--- config.mk ---
export PLATFORM = sky130hd
export DESIGN_NAME = rst_seq_ctrl_flat
export DESIGN_NICKNAME = d
export VERILOG_FILES = /design/src/rtl/rst_seq_ctrl_if.sv /design/src/rtl/rst_seq_ctrl.sv /design/src/flat_wrapper.sv
export SDC_FILE = /design/constraint.sdc
export NUM_CORES = 1
export LEC_CHECK = 0
export ABC_CLOCK_PERIOD_IN_PS = 1700
export CORE_ASPECT_RATIO = 1.1
export CORE_MARGIN = 2
export CORE_UTILIZATION = 49
export CTS_CLUSTER_DIAMETER = 40
export DETAILED_ROUTE_END_ITERATION = 7
export GPL_TIMING_DRIVEN = 1
export PLACE_DENSITY = 0.71
export SLEW_MARGIN = 30
export SYNTH_ARGS = -nofsm -noshare
export SYNTH_HDL_FRONTEND = slang
export SYNTH_SLANG_ARGS = --single-unit
--- constraint.sdc ---
create_clock -name clk_i -period 1.7 [get_ports clk_i]
set_clock_uncertainty 0.1 [all_clocks]
set_input_delay 0.425 -clock clk_i [delete_from_list [all_inputs] [get_ports clk_i]]
set_output_delay 0.425 -clock clk_i [all_outputs]
set_load 0.1 [all_outputs]
--- src/rtl/rst_seq_ctrl_if.sv ---
`default_nettype none
// ============================================================================
// Module : rst_seq_ctrl_if
// Brief  : Request/acknowledge inputs and reset/status outputs of rst_seq_ctrl.
// Rev    : 1.0  initial release
// ============================================================================
interface rst_seq_ctrl_if;
  logic       soft_rst_req_i;
  logic       wdog_rst_req_i;
  logic       halt_ack_i;
  logic       rst_rom_o;
  logic       rst_ram_o;
  logic       rst_cpu_o;
  logic       halt_req_o;
  logic       sys_ready_o;
  logic [1:0] rst_cause_o;
  logic       tmo_flag_o;

  modport master (
    output soft_rst_req_i, wdog_rst_req_i, halt_ack_i,
    input  rst_rom_o, rst_ram_o, rst_cpu_o, halt_req_o, sys_ready_o,
    input  rst_cause_o, tmo_flag_o
  );

  modport slave (
    input  soft_rst_req_i, wdog_rst_req_i, halt_ack_i,
    output rst_rom_o, rst_ram_o, rst_cpu_o, halt_req_o, sys_ready_o,
    output rst_cause_o, tmo_flag_o
  );
endinterface
`default_nettype wire

--- src/rtl/rst_seq_ctrl.sv ---
`default_nettype none
// ============================================================================
// Module : rst_seq_ctrl
// Brief  : Staged ROM/RAM/CPU reset release with halt-drained warm resets.
// Rev    : 1.0  initial release
// ============================================================================
module rst_seq_ctrl #(
  parameter int HOLD_CYC  = 16,
  parameter int STAGE_CYC = 4,
  parameter int DRAIN_TMO = 32
) (
  input  wire logic     clk_i,
  input  wire logic     rst_i,
  rst_seq_ctrl_if.slave bus
);

  localparam logic [2:0] S_HOLD    = 3'd0;
  localparam logic [2:0] S_REL_ROM = 3'd1;
  localparam logic [2:0] S_REL_RAM = 3'd2;
  localparam logic [2:0] S_RUN     = 3'd3;
  localparam logic [2:0] S_DRAIN   = 3'd4;

  localparam logic [7:0] HOLD_LAST  = 8'(HOLD_CYC - 1);
  localparam logic [7:0] STAGE_LAST = 8'(STAGE_CYC - 1);
  localparam logic [7:0] TMO_LAST   = 8'(DRAIN_TMO - 1);

  logic [2:0] state;
  logic [7:0] cnt;
  logic       rom_rst;
  logic       ram_rst;
  logic       cpu_rst;
  logic       halt_req;
  logic       sys_ready;
  logic [1:0] rst_cause;
  logic       tmo_flag;

  always_ff @(posedge clk_i or posedge rst_i) begin
    if (rst_i) begin
      state     <= S_HOLD;
      cnt       <= 8'd0;
      rom_rst   <= 1'b1;
      ram_rst   <= 1'b1;
      cpu_rst   <= 1'b1;
      halt_req  <= 1'b0;
      sys_ready <= 1'b0;
      rst_cause <= 2'b00;
      tmo_flag  <= 1'b0;
    end else begin
      case (state)
        S_HOLD: begin
          if (cnt == HOLD_LAST) begin
            state   <= S_REL_ROM;
            cnt     <= 8'd0;
            rom_rst <= 1'b0;
          end else begin
            cnt <= cnt + 8'd1;
          end
        end
        S_REL_ROM: begin
          if (cnt == STAGE_LAST) begin
            state   <= S_REL_RAM;
            cnt     <= 8'd0;
            ram_rst <= 1'b0;
          end else begin
            cnt <= cnt + 8'd1;
          end
        end
        S_REL_RAM: begin
          if (cnt == STAGE_LAST) begin
            state     <= S_RUN;
            cnt       <= 8'd0;
            cpu_rst   <= 1'b0;
            sys_ready <= 1'b1;
          end else begin
            cnt <= cnt + 8'd1;
          end
        end
        S_RUN: begin
          // Watchdog outranks software when both are seen together.
          if (bus.soft_rst_req_i || bus.wdog_rst_req_i) begin
            state     <= S_DRAIN;
            cnt       <= 8'd0;
            halt_req  <= 1'b1;
            sys_ready <= 1'b0;
            rst_cause <= bus.wdog_rst_req_i ? 2'b10 : 2'b01;
          end
        end
        S_DRAIN: begin
          if (bus.halt_ack_i || (cnt == TMO_LAST)) begin
            state    <= S_HOLD;
            cnt      <= 8'd0;
            rom_rst  <= 1'b1;
            ram_rst  <= 1'b1;
            cpu_rst  <= 1'b1;
            halt_req <= 1'b0;
            // A late ack landing on the timeout cycle still counts as a clean halt.
            if (!bus.halt_ack_i) begin
              tmo_flag <= 1'b1;
            end
          end else begin
            cnt <= cnt + 8'd1;
          end
        end
        default: begin
          state     <= S_HOLD;
          cnt       <= 8'd0;
          rom_rst   <= 1'b1;
          ram_rst   <= 1'b1;
          cpu_rst   <= 1'b1;
          halt_req  <= 1'b0;
          sys_ready <= 1'b0;
        end
      endcase
    end
  end

  assign bus.rst_rom_o   = rom_rst;
  assign bus.rst_ram_o   = ram_rst;
  assign bus.rst_cpu_o   = cpu_rst;
  assign bus.halt_req_o  = halt_req;
  assign bus.sys_ready_o = sys_ready;
  assign bus.rst_cause_o = rst_cause;
  assign bus.tmo_flag_o  = tmo_flag;

endmodule
`default_nettype wire

--- src/flat_wrapper.sv ---
// flat-port wrapper written by rule: the top's interface ports become plain ports
module rst_seq_ctrl_flat 
#(
  parameter int HOLD_CYC  = 16,
  parameter int STAGE_CYC = 4,
  parameter int DRAIN_TMO = 32
)
  (clk_i, rst_i, bus_soft_rst_req_i, bus_wdog_rst_req_i, bus_halt_ack_i, bus_rst_rom_o, bus_rst_ram_o, bus_rst_cpu_o, bus_halt_req_o, bus_sys_ready_o, bus_rst_cause_o, bus_tmo_flag_o);
  rst_seq_ctrl_if bus_i ();
  input  wire logic clk_i;
  input  wire logic rst_i;
  input wire logic [$bits(bus_i.soft_rst_req_i)-1:0] bus_soft_rst_req_i;
  input wire logic [$bits(bus_i.wdog_rst_req_i)-1:0] bus_wdog_rst_req_i;
  input wire logic [$bits(bus_i.halt_ack_i)-1:0] bus_halt_ack_i;
  output wire logic [$bits(bus_i.rst_rom_o)-1:0] bus_rst_rom_o;
  output wire logic [$bits(bus_i.rst_ram_o)-1:0] bus_rst_ram_o;
  output wire logic [$bits(bus_i.rst_cpu_o)-1:0] bus_rst_cpu_o;
  output wire logic [$bits(bus_i.halt_req_o)-1:0] bus_halt_req_o;
  output wire logic [$bits(bus_i.sys_ready_o)-1:0] bus_sys_ready_o;
  output wire logic [$bits(bus_i.rst_cause_o)-1:0] bus_rst_cause_o;
  output wire logic [$bits(bus_i.tmo_flag_o)-1:0] bus_tmo_flag_o;
  assign bus_i.soft_rst_req_i = bus_soft_rst_req_i;
  assign bus_i.wdog_rst_req_i = bus_wdog_rst_req_i;
  assign bus_i.halt_ack_i = bus_halt_ack_i;
  assign bus_rst_rom_o = bus_i.rst_rom_o;
  assign bus_rst_ram_o = bus_i.rst_ram_o;
  assign bus_rst_cpu_o = bus_i.rst_cpu_o;
  assign bus_halt_req_o = bus_i.halt_req_o;
  assign bus_sys_ready_o = bus_i.sys_ready_o;
  assign bus_rst_cause_o = bus_i.rst_cause_o;
  assign bus_tmo_flag_o = bus_i.tmo_flag_o;
  rst_seq_ctrl #(.HOLD_CYC(HOLD_CYC), .STAGE_CYC(STAGE_CYC), .DRAIN_TMO(DRAIN_TMO)) u_core (.clk_i(clk_i), .rst_i(rst_i), .bus(bus_i));
endmodule
== Yosys cells after proc, flatten, opt, wreduce, memory -nomap -nowiden ==
Index checks and enable logic that the tools add are counted.
Cells by class
  $add $sub $neg: 1
  bitwise logic cells: 6
  muxes and demuxes: 24
  equal/unequal tests: 12
  reduce and logical (&&, ||, !) cells: 17
Operator list (number)
  8-bit two-way mux: 4
  8-bit one-hot mux with 4 select lines: 1
  3-bit AND reduction: 6
  3-bit two-way mux: 5
  1-bit one-hot mux with 3 select lines: 5
  3-bit one-hot mux with 5 select lines: 1
  3-bit OR reduction: 5
  2-bit by 1-bit inequality test with 1-bit output, second input constant: 5
  8-bit by 1-bit adder with 8-bit output, second input constant: 1
  8-bit by 2-bit equality test with 1-bit output, second input constant: 1
  8-bit by 4-bit equality test with 1-bit output, second input constant: 1
  8-bit by 5-bit equality test with 1-bit output, second input constant: 1
  1-bit two-way mux: 7
  3-bit by 2-bit equality test with 1-bit output, second input constant: 2
  1-bit inverter: 6
  5-bit AND reduction: 1
  3-bit by 1-bit equality test with 1-bit output, second input constant: 1
  3-bit equality test, second input constant: 1
  3-bit zero test: 1
  1-bit logical OR: 2
  2-bit two-way mux: 1
  2-bit AND reduction: 1
  2-bit OR reduction: 1
Storage, ports and cells
  output and inout bits: 8
  bits of input ports: 5
  logic and storage cells: 69
  register bits: 19

== Logic depth before layout (Yosys ltp) ==
  depth in word-level cells: 4
  depth in mapped cells: 6
  gate-level depth less buffers: 5

== Worst setup path after synthesis ==
Ideal clock, no wire load.
  path kind: reg2reg
  start: reg u_core.cnt[0]
  end: reg u_core.cnt[3]
  clock period less this slack: 1.795 ns
  data required time: 1.467 ns
  cell stages (with the launch flop): 7
  library setup time: 0.133 ns
  slack: -0.095 ns
  arrival time: 1.562 ns
  buffers on the path: 1
  cells stage by stage: dfrtp_1 > ha_1 > buf_2 > and3_1 > a31oi_4 > a2111oi_4 > nor2_1
On the way
  cells in the longest elaborated chain, start to end: 4
  elaborated cells between the ends (all ways): 9
  classes of those cells: add/sub (1); eq/ne (3); mux (4); reduce/logical (1)
Ends and longest elaborated chain
  start: declaration: RTL line rst_seq_ctrl.sv:28  | logic [7:0] cnt;
  start signal: assignment: RTL line rst_seq_ctrl.sv:56  | cnt <= cnt + 8'd1;
  start signal: assignment: RTL line rst_seq_ctrl.sv:65  | cnt <= cnt + 8'd1;
  start signal: assignment: RTL line rst_seq_ctrl.sv:75  | cnt <= cnt + 8'd1;
  branches (longest 3 deep; another with 8-bit by 1-bit adder with 8-bit output)
  8-bit one-hot mux with 4 select lines *: RTL line rst_seq_ctrl.sv:49  | case (state)
Mark *: on every way between the ends.
A chain may end at the register's enable or synchronous reset.

== Worst setup path in the final report ==
  start: reg u_core.cnt[7]
  end: reg u_core.cnt[6]
On the way
  cells in the longest elaborated chain, start to end: 4
  elaborated cells between the ends (all ways): 8
  classes of those cells: eq/ne (3); mux (4); reduce/logical (1)
Ends and longest elaborated chain
  8-bit by 5-bit equality test with 1-bit output: RTL line rst_seq_ctrl.sv:89  | if (bus.halt_ack_i || (cnt == TMO_LAST)) begin
  1-bit logical OR: RTL line rst_seq_ctrl.sv:89
  8-bit two-way mux: RTL line rst_seq_ctrl.sv:89
  8-bit one-hot mux with 4 select lines *: RTL line rst_seq_ctrl.sv:49
Mark *: on every way between the ends. The rest lies on a longest branch, timed or not.

==> metrics.log <==
INFO  metric outcome = complete, but fails checks
INFO  metric failed_checks = negative setup slack
INFO  metric vdd_ir_drop_max = 0.001697 V
INFO  metric initial_antenna_violation_count = 0
INFO  metric power_leakage = 0.6915 nW
INFO  metric synth_edf_count = 0
INFO  metric overflow = 0
INFO  metric critical_path.slowest_cell = dfrtp_1
INFO  metric dpl_cell_area = 1493 um2
INFO  metric layout.nets = 155
INFO  metric die_area = 2657 um2
INFO  metric synth-warning-count = 0
INFO  metric required_arrival_time_at_the_worst_endpoint = 1.79 ns
INFO  metric first_iter_violations = 12
INFO  metric crit_path_largest_cell_delay = 0.43 ns
INFO  metric grt_start_max_net_pins = 20
INFO  metric insertion_delay = 0.31 ns
INFO  metric die_w = 49.33 um
INFO  metric totalWireLength = 2.731 mm
INFO  metric share_of_async_settable_or_async_resettable_flops_after_synthesis = 1.000
INFO  metric drive_above_1_share = 0.3716
INFO  metric ctsLongestPathBuffers = 2
INFO  metric avgSynthCellArea = ~10 um2
INFO  metric die-height = 53.86 um
INFO  metric critical_path.startpoint_type = flop
INFO  metric grt_pass1_wl = 4.450 mm
INFO  metric clk_pin_slew_worst_paths = 0.11 ns
INFO  metric path_class = flop to flop
INFO  metric synth.yosys.seq_area_share = 0.4328
INFO  metric final_hold_viol_count = 0
INFO  metric grt_pass1_vias = roughly 990
INFO  metric crit_fanout = 4
INFO  metric relSlewSlack = 0.7618
INFO  metric fp.coreArea = about 2200 um2
INFO  metric nFillCells = 170
INFO  metric grt_use_total = 0.2333
INFO  metric num_vias = 1016
INFO  metric post-dp-hpwl = about 2 mm
INFO  metric worstSetupEndpointType = flop
INFO  metric mostFrequentLayoutCells = buf_4 (29), dfrtp_1 (16), nor2_1 (10)
INFO  metric postSynthNetCount = 115
INFO  metric cts_sinks = 19
INFO  metric grt_setup_unrepaired = yes
INFO  metric floorplan.initialDensity = 0.5069
INFO  metric timing.final.crit_period = 1.745 ns
INFO  metric drt-pass1-iter-count = 4
INFO  metric via_per_inst = 5.708
INFO  metric synth_area_leader_cell = dfrtp_1
INFO  metric root_buffer = clkbuf_4
INFO  metric postSynthRegisterBits = 19
INFO  metric synth_top_flop_cell = dfrtp_1
INFO  metric layout_commonest_cell = buf_4
INFO  metric power_per_cell_area = 1797 nW/um2
INFO  metric yosys.cell_types.count = 40
INFO  metric tritoncts.num_buffers = 3
INFO  metric htreeDepth = 1
INFO  metric final_cell_area = roughly 1600 um2
INFO  metric hold_buf_cts = 0
INFO  metric drc = 0
INFO  metric period_share = 1.027
INFO  metric timing.critical_path.cells = nor4_4 > buf_4 > a311oi_4 > a2111oi_4 > nor2_1
INFO  metric final_total_negative_setup_slack = -0.1971 ns
INFO  metric io_buffers = 12
INFO  metric average_detailed_routed_wire_length_per_instance = roughly 15 um
INFO  metric maxSlewViolCount = 0
INFO  metric synth_area_leaders = dfrtp_1 (36%), dfstp_2 (7.1%), nor2_1 (3.7%)
INFO  metric std_cell_rows = 18
INFO  metric worst_pin_slew = 0.3573 ns
INFO  metric synth_top_area_share = 0.3616
INFO  metric max-cap-violations = 0
INFO  metric timing.fmax = 0.5730 GHz
INFO  metric synthesis.instances = between 100 and 150
INFO  metric postRouteAntennaNets = 0
INFO  metric min_path_type = input port to async pin
INFO  metric final-setup-viol-count = 6
INFO  metric setup_slack = -0.04533 ns
INFO  metric mappedNetlistArea = approximately 1100 um2
INFO  metric number_of_top_level_design_ports = 13
INFO  metric antenna_cells_inserted = 0
INFO  metric syn_to_layout_area_delta = 43.50%
INFO  metric crit_arrival = 1.84 ns
INFO  metric gp_congestion = ~0.9
INFO  metric cts_tree = built
-- critical path: cells and delay by family, from the launching register on --
kind / cells / cell delay (ns)
buffers and inverters: 1 / 0.17
AO/OA/AOI/OAI: 2 / 0.52
flip-flops: 1 / 0.43
AND/OR/NAND/NOR: 2 / 0.42
-- flip-flops by register name, summed over array words and instances, names as in the netlist --
register                flops
u_core.bus.halt_req_o       1
u_core.bus.rst_cause_o      2
u_core.bus.rst_cpu_o        1
u_core.bus.rst_ram_o        1
u_core.bus.rst_rom_o        1
u_core.bus.sys_ready_o      1
u_core.bus.tmo_flag_o       1
u_core.cnt                  8
u_core.state                3
-- cell type report --
class	count	area, um2	area share
Multi-Input combinational cell	80	611.8	0.3850
Sequential cell	19	479.2	0.3016
Timing Repair Buffer	41	417.9	0.2630
Tap cell	30	37.54	0.02362
Clock buffer	3	22.52	0.01417
Inverter	4	15.01	0.009449
Clock inverter	1	5.005	0.003150
-- layer usage --
| layer | wire, um | part of all wire | vias up | GRT usage |
|---|---|---|---|---|
| met3 | 78 | 0.029 | 12 | 0.04167 |
| met2 | 1406 | 0.51 | 26 | 0.3851 |
| met4 | 106 | 0.039 | 0 | 0.1714 |
| li1 | - | - | 484 | - |
| met5 | 0 | 0 | - | 0 |
| met1 | 1140 | 0.42 | 494 | 0.2787 |
-- metrics by stage --
stage	std cells	worst slack (ns)	hold WS (ns)	utilization	total power (W)
global route	178	-0.1470	0.3345	0.7274	0.003003
finish	178	-0.04533	0.3272	0.7274	0.002855
floorplan	109	-0.05762	0.2739	-	0.001830
CTS	176	-0.05407	0.3244	0.7194	0.002830
detailed placement	168	-0.3467	0.4001	0.6833	0.002481
global placement	168	-0.3118	0.3917	0.6833	0.002427
-- synthesized netlist by cell type (all sizes together) (2+ instances only) --
| library cell | n |
|---|---|
| dfstp | 3 |
| a22o | 3 |
| o31ai | 2 |
| clkbuf | 3 |
| and3 | 4 |
| nor2 | 11 |
| buf | 3 |
| a21oi | 4 |
| a31oi | 6 |
| o2111ai | 3 |
| nand3 | 2 |
| nand2b | 2 |
| xor2 | 4 |
| nand2 | 6 |
| o21ai | 9 |
| and3b | 2 |
| o221ai | 2 |
| inv | 4 |
| dfrtp | 16 |
| nor2b | 2 |
| a22oi | 2 |
-- logic make-up after synthesis --
family / count (synthesis) / synth area share
compound gates: 38 / 0.2814
simple gates: 35 / 0.1830
flops: 19 / 0.4328
buf+inv: 10 / 0.04293
xor+xnor: 5 / 0.03955
fa+ha+maj: 2 / 0.02034
-- power by group --
part / switching, W / internal [W] / total (W)
sequential: 0.000187 / 0.000635 / 0.000822
combinational: 0.00103 / 0.000765 / 0.00180
clock: 0.000150 / 0.0000880 / 0.000238
total: 0.00137 / 0.00149 / 0.00286
-- path summary, 6_finish.rpt --
check / endpoint / slack [ns] / start / cells past startpoint
worst max-delay path: u_core.cnt[6] / -0.05 / u_core.cnt[7] / 5
worst min-delay path: u_core.cnt[7] / 0.33 / rst_i / 3
worst max register to register: u_core.cnt[6] / -0.05 / u_core.cnt[7] / 5
worst min register to register: u_core.bus.rst_rom_o / 0.42 / u_core.bus.rst_rom_o / 2
max in group asynchronous: u_core.bus.rst_cpu_o / 0.91 / rst_i / 3
min in group clk_i: u_core.bus.rst_rom_o / 0.42 / u_core.bus.rst_rom_o / 2
-- repair_timing --
item	CTS	global route
setup endpoints to repair	9	13
endpoints found under the hold margin	0	0
setup buffers	4	2
gates resized for setup	4	2
pin swaps	7	6
(Power assumes the default switching activity.)
